**config.mk**
```make
export PLATFORM = sky130hd
export DESIGN_NAME = pool_sequencer
export DESIGN_NICKNAME = d
export VERILOG_FILES = /design/src/rtl/pool_pkg.sv /design/src/rtl/pool_pos_counter.sv /design/src/rtl/pool_sequencer.sv
export SDC_FILE = /design/constraint.sdc
export NUM_CORES = 1
export LEC_CHECK = 0
export ABC_AREA = 0
export CORE_MARGIN = 4
export CORE_UTILIZATION = 30
export DETAILED_ROUTE_END_ITERATION = 8
export PLACE_DENSITY = 0.6
export SLEW_MARGIN = 20
export SYNTH_ARGS = -nofsm -noshare
export SYNTH_HDL_FRONTEND = slang
export SYNTH_SLANG_ARGS = --single-unit
```
**constraint.sdc**
```tcl
create_clock -name clk -period 2.2 [get_ports clk]
set_input_delay 0.55 -clock clk [delete_from_list [all_inputs] [get_ports clk]]
set_output_delay 0.55 -clock clk [all_outputs]
set_load 0.1 [all_outputs]
```
**src/rtl/pool_pkg.sv**
```systemverilog
// Shared types and default geometry for the 2x2/stride-2 max-pool sequencer.
// Contents: seq_state_t (sequencer FSM states), default pixel width and frame
// size, and the number of pooled outputs produced per frame.
package pool_pkg;

  localparam int unsigned POOL_DATA_W  = 8;
  localparam int unsigned POOL_IMG_W   = 32;
  localparam int unsigned POOL_IMG_H   = 32;
  localparam int unsigned POOL_OUT_CNT = (POOL_IMG_W / 2) * (POOL_IMG_H / 2);

  typedef enum logic [2:0] {
    IDLE,
    STREAM,
    FLUSH,
    DRAIN,
    DONE
  } seq_state_t;

endpackage

```
**src/rtl/pool_pos_counter.sv**
```systemverilog
// Raster position tracker for the incoming feature map.
// Ports:
//   clk, rst      clock / asynchronous active-high reset
//   clr_i         return to (row 0, col 0)
//   adv_i         one pixel accepted at the current position
//   last_pix_c_o  current position is the final pixel of the frame
//   win_done_c_o  current position (odd row, odd col) closes a 2x2 window
module pool_pos_counter
  import pool_pkg::*;
#(
  parameter int unsigned IMG_W = POOL_IMG_W,
  parameter int unsigned IMG_H = POOL_IMG_H
) (
  input  logic clk,
  input  logic rst,
  input  logic clr_i,
  input  logic adv_i,
  output logic last_pix_c_o,
  output logic win_done_c_o
);

  localparam int unsigned COL_W = (IMG_W > 1) ? $clog2(IMG_W) : 1;
  localparam int unsigned ROW_W = (IMG_H > 1) ? $clog2(IMG_H) : 1;

  logic [COL_W-1:0] col_q, col_d;
  logic [ROW_W-1:0] row_q, row_d;
  logic             col_wrap_c;
  logic             row_wrap_c;

  assign col_wrap_c = (col_q == COL_W'(IMG_W - 1));
  assign row_wrap_c = (row_q == ROW_W'(IMG_H - 1));

  // Next position: col wraps into row, row wraps at frame end.
  always_comb begin
    col_d = col_q;
    row_d = row_q;
    if (clr_i) begin
      col_d = '0;
      row_d = '0;
    end else if (adv_i) begin
      if (col_wrap_c) begin
        col_d = '0;
        row_d = row_wrap_c ? '0 : row_q + ROW_W'(1);
      end else begin
        col_d = col_q + COL_W'(1);
      end
    end
  end

  always_ff @(posedge clk or posedge rst) begin
    if (rst) begin
      col_q <= '0;
      row_q <= '0;
    end else begin
      col_q <= col_d;
      row_q <= row_d;
    end
  end

  assign last_pix_c_o = col_wrap_c && row_wrap_c;
  // IMG_W and IMG_H are even, so odd row/col is the bottom-right of a window.
  assign win_done_c_o = col_q[0] && row_q[0];

endmodule

```
**src/rtl/pool_sequencer.sv**
```systemverilog
// Sequencer for one 2x2/stride-2 max-pool core: accepts a raster frame on a
// valid/ready stream, pushes pixels (then zero flush pushes) into the core,
// fires the core's output enable CAL_DLY cycles after the window-loading
// push, and holds each pooled result in a 1-entry output register.
// Ports:
//   clk, rst                         clock / asynchronous active-high reset
//   start                            begin a frame (only honoured in IDLE)
//   s_valid, s_ready, s_data         input pixel stream
//   pool_din_valid, pool_din         push strobe / pixel to the core
//   pool_cal_valid                   core output enable
//   pool_dout                        core pooled result (registered in core)
//   m_valid, m_ready, m_data         pooled pixel stream
//   busy                             any state except IDLE
//   frame_done                       one-cycle end-of-frame pulse
//   stall_cnt                        (POOL_SEQ_PERF_EN only) STREAM cycles
//                                    with s_valid high and s_ready low
// Build option: define POOL_SEQ_PERF_EN to add the stall_cnt port/counter.
// WIN_SKEW and CAL_DLY must both be >= 1.
module pool_sequencer
  import pool_pkg::*;
#(
  parameter int unsigned IMG_W    = POOL_IMG_W,
  parameter int unsigned IMG_H    = POOL_IMG_H,
  parameter int unsigned DATA_W   = POOL_DATA_W,
  parameter int unsigned WIN_SKEW = 1,
  parameter int unsigned CAL_DLY  = 2
) (
  input  logic              clk,
  input  logic              rst,
  input  logic              start,
  input  logic              s_valid,
  output logic              s_ready,
  input  logic [DATA_W-1:0] s_data,
  output logic              pool_din_valid,
  output logic [DATA_W-1:0] pool_din,
  output logic              pool_cal_valid,
  input  logic [DATA_W-1:0] pool_dout,
  output logic              m_valid,
  input  logic              m_ready,
  output logic [DATA_W-1:0] m_data,
  output logic              busy,
  output logic              frame_done
`ifdef POOL_SEQ_PERF_EN
  ,
  output logic [15:0]       stall_cnt
`endif
);

  localparam int unsigned SKW_W = (WIN_SKEW > 1) ? $clog2(WIN_SKEW) : 1;
  localparam int unsigned DLY_W = $clog2(CAL_DLY + 2);

  seq_state_t        state_q, state_d;
  logic              pending_q, pending_d;
  logic [DLY_W-1:0]  dly_q, dly_d;
  logic              armed_q, armed_d;
  logic [SKW_W-1:0]  skew_q, skew_d;
  logic              cal_q, cal_d;
  logic              m_valid_q, m_valid_d;
  logic [DATA_W-1:0] m_data_q, m_data_d;
  logic              busy_q, busy_d;
  logic              done_q, done_d;

  logic s_ready_c;
  logic accept_c;
  logic flush_push_c;
  logic push_c;
  logic load_c;
  logic capture_c;
  logic start_c;
  logic last_pix_c;
  logic win_done_c;

  assign start_c      = start && (state_q == IDLE);
  assign s_ready_c    = (state_q == STREAM) && !pending_q && !m_valid_q;
  assign accept_c     = s_valid && s_ready_c;
  // Flush pushes obey the same one-window-in-flight rule as stream pushes.
  assign flush_push_c = (state_q == FLUSH) && !pending_q && !m_valid_q;
  assign push_c       = accept_c || flush_push_c;
  // The WIN_SKEW-th push after a window-completing pixel loads that window.
  assign load_c       = push_c && armed_q && (skew_q == SKW_W'(WIN_SKEW - 1));
  // pool_dout is valid the cycle after the enable; latch it then.
  assign capture_c    = pending_q && (dly_q == DLY_W'(CAL_DLY + 1));

  pool_pos_counter #(
    .IMG_W(IMG_W),
    .IMG_H(IMG_H)
  ) u_pos (
    .clk         (clk),
    .rst         (rst),
    .clr_i       (start_c),
    .adv_i       (accept_c),
    .last_pix_c_o(last_pix_c),
    .win_done_c_o(win_done_c)
  );

  // Next-state: FSM, skew/delay tracking, output register.
  always_comb begin
    state_d   = state_q;
    pending_d = pending_q;
    dly_d     = dly_q;
    armed_d   = armed_q;
    skew_d    = skew_q;
    m_valid_d = m_valid_q;
    m_data_d  = m_data_q;

    unique case (state_q)
      IDLE:    if (start) state_d = STREAM;
      STREAM:  if (accept_c && last_pix_c) state_d = FLUSH;
      FLUSH:   if (load_c) state_d = DRAIN;
      DRAIN:   if (!pending_q && !m_valid_q) state_d = DONE;
      DONE:    state_d = IDLE;
      default: state_d = IDLE;
    endcase

    if (start_c) begin
      armed_d = 1'b0;
      skew_d  = '0;
    end else if (push_c) begin
      if (load_c) begin
        armed_d = 1'b0;
        skew_d  = '0;
      end else if (armed_q) begin
        skew_d = skew_q + SKW_W'(1);
      end
      if (accept_c && win_done_c) begin
        armed_d = 1'b1;
        skew_d  = '0;
      end
    end

    if (load_c) begin
      pending_d = 1'b1;
      dly_d     = DLY_W'(1);
    end else if (capture_c) begin
      pending_d = 1'b0;
      dly_d     = '0;
    end else if (pending_q) begin
      dly_d = dly_q + DLY_W'(1);
    end

    // Capture wins over drain so a same-cycle drain+capture reloads.
    if (capture_c) begin
      m_valid_d = 1'b1;
      m_data_d  = pool_dout;
    end else if (m_valid_q && m_ready) begin
      m_valid_d = 1'b0;
    end

    cal_d  = pending_d && (dly_d == DLY_W'(CAL_DLY));
    busy_d = (state_d != IDLE);
    done_d = (state_d == DONE);
  end

  always_ff @(posedge clk or posedge rst) begin
    if (rst) begin
      state_q   <= IDLE;
      pending_q <= 1'b0;
      dly_q     <= '0;
      armed_q   <= 1'b0;
      skew_q    <= '0;
      cal_q     <= 1'b0;
      m_valid_q <= 1'b0;
      m_data_q  <= '0;
      busy_q    <= 1'b0;
      done_q    <= 1'b0;
    end else begin
      state_q   <= state_d;
      pending_q <= pending_d;
      dly_q     <= dly_d;
      armed_q   <= armed_d;
      skew_q    <= skew_d;
      cal_q     <= cal_d;
      m_valid_q <= m_valid_d;
      m_data_q  <= m_data_d;
      busy_q    <= busy_d;
      done_q    <= done_d;
    end
  end

  assign s_ready        = s_ready_c;
  assign pool_din_valid = push_c;
  assign pool_din       = accept_c ? s_data : '0;
  assign pool_cal_valid = cal_q;
  assign m_valid        = m_valid_q;
  assign m_data         = m_data_q;
  assign busy           = busy_q;
  assign frame_done     = done_q;

`ifdef POOL_SEQ_PERF_EN
  logic [15:0] stall_q, stall_d;

  // Saturating count of offered-but-refused input cycles.
  always_comb begin
    stall_d = stall_q;
    if (start_c) begin
      stall_d = '0;
    end else if ((state_q == STREAM) && s_valid && !s_ready_c && (stall_q != 16'hFFFF)) begin
      stall_d = stall_q + 16'd1;
    end
  end

  always_ff @(posedge clk or posedge rst) begin
    if (rst) begin
      stall_q <= '0;
    end else begin
      stall_q <= stall_d;
    end
  end

  assign stall_cnt = stall_q;
`endif

endmodule

```
==> results summary <==
The count of flip-flops with a built-in enable after synthesis is 0. Setup repair after global routing could not meet its margin everywhere. The measured slew at the worst slew-check pin is 0.4385 ns. Relative to the synthesized area, the layout overhead comes to 51.93%. The endpoint required time on the critical path came out at 1.65 ns. The count of TritonRoute iterations in the first routing pass came out at 4. In the routed design, unresolved DRC markers number 0. The sequential cell fraction of total power is 32.4%. Counting every net in the synthesized netlist gives 171.

The period utilization is 98.94%. The count of clock tree sinks is 30. The number of rows in the core area came out at 25. The share of the synthesized netlist area taken by xor and xnor gates came out at 0.5618%. The worst clock skew came out at 0.006162 ns. 43 I/O pins were placed. The total number of H-tree levels came out at 2. The worst hold path belongs to the class reg2reg. Per report_power, the clock group accounts for 18.0% of the total.

The net switching fraction of the power came out at 44.08%. The final layout net count is 230. Of the synthesized area, sequential elements account for 48.15%.

For the final routed database, the setup TNS stands at 0 ns. The first global-routing pass estimated 6886 µm of wire. By area, the combinational part of the netlist is dominated by simple AND/OR/NAND/NOR gates. The die width came out at 80.09 µm. The clock latency on the worst-skew pair is 0.28 ns. The final-report setup violation count is 0. The cell-internal power came out at 1.313 mW.

The global-route total usage across every layer came out at 13.88%. The netlist area before placement came out at 1559 µm². TritonCTS built the clock tree.

Data arrives at the worst endpoint at 1.63 ns. The share of flip-flops with an asynchronous set or reset is 100.0%. The number of buffers inserted by hold repair at cts is 0. After global routing the overflow that remains totals 0.

Summing internal, switching and leakage power gives 2.348 mW. The number of diodes added for antenna fixing is 0. The maximum number of pins on one net before global-route repair came out at 16. Routability-driven placement finished with a final weighted congestion of 0.8461. The most common cell after layout, fill and taps aside is sky130_fd_sc_hd__buf_4. VDD sags by at most 606.0 µV. The post-synthesis mux area share came out at 5.778%. Summed over all nets, the switching power comes to 1.035 mW. Yosys printed 0 warnings. The power per unit of standard cell area is 991.5 nW/µm². The setup path with the least slack is of type reg2out. The total via count after detailed routing came out at 1366. The area of the die came out at 6414 µm².

The share of the synthesized area in the top cell type came out at 48.15%. The combinational cell fraction of total power is 49.6%. The buffer type at the clock tree root is sky130_fd_sc_hd__clkbuf_8.

The via count of the first global-routing pass came out at 1439. The fraction of layout instances using a drive strength above 1 came out at 35.61%. The largest driver fanout on the critical path came out at 5.

The number of pins exceeding their max-slew limit in the final report is 0. The synthesized-area fraction occupied by ao, oa, aoi and oai cells came out at 13.96%. The tool flagged a number of max-cap violations equal to 0. The core footprint came out at 4880 µm². Of the total synthesized cell area, the portion taken by AND, OR, NAND and NOR gates is 21.91%. The clock passes through at most 2 buffers. Input and output buffers added on the ports amount to 42. In the final routed layout, each cell accounts on average for 14.92 µm.

The number of antenna violations at the first check in global routing came out at 0. Among all flip-flop cells after synthesis, the most frequent one is sky130_fd_sc_hd__dfrtp_1. The fmax is 0.4594 GHz. The starting utilization of the core area is 31.95%.

In this run the tightest slew margin relative to its limit is 70.36%. Measured along the y axis, the die boundary spans 80.09 µm. The final-layout worst hold slack is 0.4784 ns. The leading area contributor after synthesis is sky130_fd_sc_hd__dfrtp_1. Yosys attributes the largest share of cell area to sky130_fd_sc_hd__dfrtp_1, sky130_fd_sc_hd__mux2_2, sky130_fd_sc_hd__and3_1. The internal reg-to-reg setup slack came out at 0.13 ns.

The clock transition time at the flip-flop clock pins of the worst setup and hold paths is 0.06 ns. The distinct cell type count after synthesis came out at 44. The number of DRC violations after detailed-routing iteration 0 came out at 115. A synthesized cell averages 10.75 µm². Synthesis produced a netlist whose cell count is 145. Clock tree synthesis inserted a total of 5 buffers.

After legalization and detailed placement, the total HPWL measured 3015 µm. The library cells used most frequently in the layout, excluding fill and tap cells, are sky130_fd_sc_hd__buf_4, sky130_fd_sc_hd__dfrtp_1, sky130_fd_sc_hd__clkdlybuf4s50_1. Counting flops and latches in the post-synthesis netlist gives 30. After layout, the minimum clock period comes to 2.177 ns. The arithmetic-cell share of the synthesized area counting full adders, half adders and majority gates came out at 4.013%. The detailed-route vias per instance came out at 5.022. The endpoint class of the critical path is a primary output. STA classifies the critical path startpoint as a flip-flop. The routed design has 4059 µm of wire. The residual antenna-violating net count after detailed routing came out at 0. The hold violation total from the final report was 0. The leakage power of the design came out at 1.075 nW. The run finished with clean final reports.
## layer usage
layer / share of wire [%] / track usage (%)
met2: 53 / 23.84
met4: 1.2 / 4.392
met3: 4.7 / 4.596
met1: 41 / 16.26
met5: 0 / 0
## cell usage after synthesis, types with 3 or more instances
cell type / count
sky130_fd_sc_hd__nand3_1: 6
sky130_fd_sc_hd__nor3_1: 3
sky130_fd_sc_hd__mux2_2: 8
sky130_fd_sc_hd__o21ai_0: 6
sky130_fd_sc_hd__ha_1: 5
sky130_fd_sc_hd__buf_4: 3
sky130_fd_sc_hd__nand2_1: 11
sky130_fd_sc_hd__nor2b_1: 3
sky130_fd_sc_hd__o311ai_0: 3
sky130_fd_sc_hd__dfrtp_1: 30
sky130_fd_sc_hd__a31oi_1: 4
sky130_fd_sc_hd__and3_1: 13
sky130_fd_sc_hd__inv_1: 5
sky130_fd_sc_hd__nor2_1: 4
sky130_fd_sc_hd__o211ai_1: 3
sky130_fd_sc_hd__buf_6: 3
## what timing repair did
action / 4_1_cts / 5_1_grt
setup endpoints to repair: 8 / 9
setup buffers: 3 / 1
gates cloned: 1 / 0
gates resized for setup: 9 / 3
hold endpoints to repair: 0 / 0
pin swaps: 0 / 6
## stage by stage
step | util (%) | setup slack (ns) | instances | area (µm²)
final | 48.54 | 0.02342 | 272 | 2369
after global routing | 48.54 | -0.02631 | 272 | 2369
after CTS | 48.28 | 0.001212 | 271 | 2356
after detailed placement | 45.44 | -0.2422 | 259 | 2217
after global placement | 45.44 | -0.2034 | 259 | 2217
after floorplan | - | -0.07916 | 145 | 1600
## layout make-up
type,count,area (µm²)
fillers,472,2511
clock inverters,2,10.01
repair buffers,61,633.1
multi-input cells,101,795.8
flip-flops and latches,30,754.5
well taps,67,83.83
clock buffers,6,72.57
inverters,5,18.77
## kinds of logic after synthesis
family	Yosys count
multiplexers	8
buffers and inverters	14
AND/OR/NAND/NOR	57
adder cells (fa/ha/maj)	5
XOR/XNOR	1
AO/OA/AOI/OAI	30
flip-flops	30
## critical path, cell delays in order, from the launching register on
cell and delay, ns:
sky130_fd_sc_hd__dfrtp_1 0.41, sky130_fd_sc_hd__nor4bb_4 0.36, sky130_fd_sc_hd__buf_4 0.20, sky130_fd_sc_hd__and3_4 0.20, sky130_fd_sc_hd__buf_12 0.17
## sequential cells by signal, indices dropped and copies added (netlist names)
signal and cells:
armed_q 1, dly_q 2, busy 1, state_q 3, m_valid 1, frame_done 1
u_pos.col_q 5, pool_cal_valid 1, u_pos.row_q 5, skew_q 1, pending_q 1, m_data 8
## final timing paths
| check | start | cells past startpoint | endpoint |
|---|---|---|---|
| max in group asynchronous | rst | 3 | state_q[0] |
| setup reg to reg | u_pos.col_q[1] | 6 | u_pos.row_q[0] |
| hold / removal | u_pos.col_q[3] | 1 | u_pos.col_q[3] |
| min in group asynchronous | rst | 2 | m_data[1] |
| setup / recovery | state_q[1] | 4 | pool_din[0] |
| hold reg to reg | u_pos.col_q[3] | 1 | u_pos.col_q[3] |
## power by group through the flow
stage | Sequential (mW) | Clock (mW) | Combinational (mW)
floorplan | 0.896 | 0 | 0.642
global placement | 0.760 | 0 | 1.12
detailed placement | 0.769 | 0 | 1.15
CTS | 0.759 | 0.430 | 1.17
global route | 0.778 | 0.461 | 1.24
finish | 0.761 | 0.422 | 1.17
(Power assumes the default switching activity.)
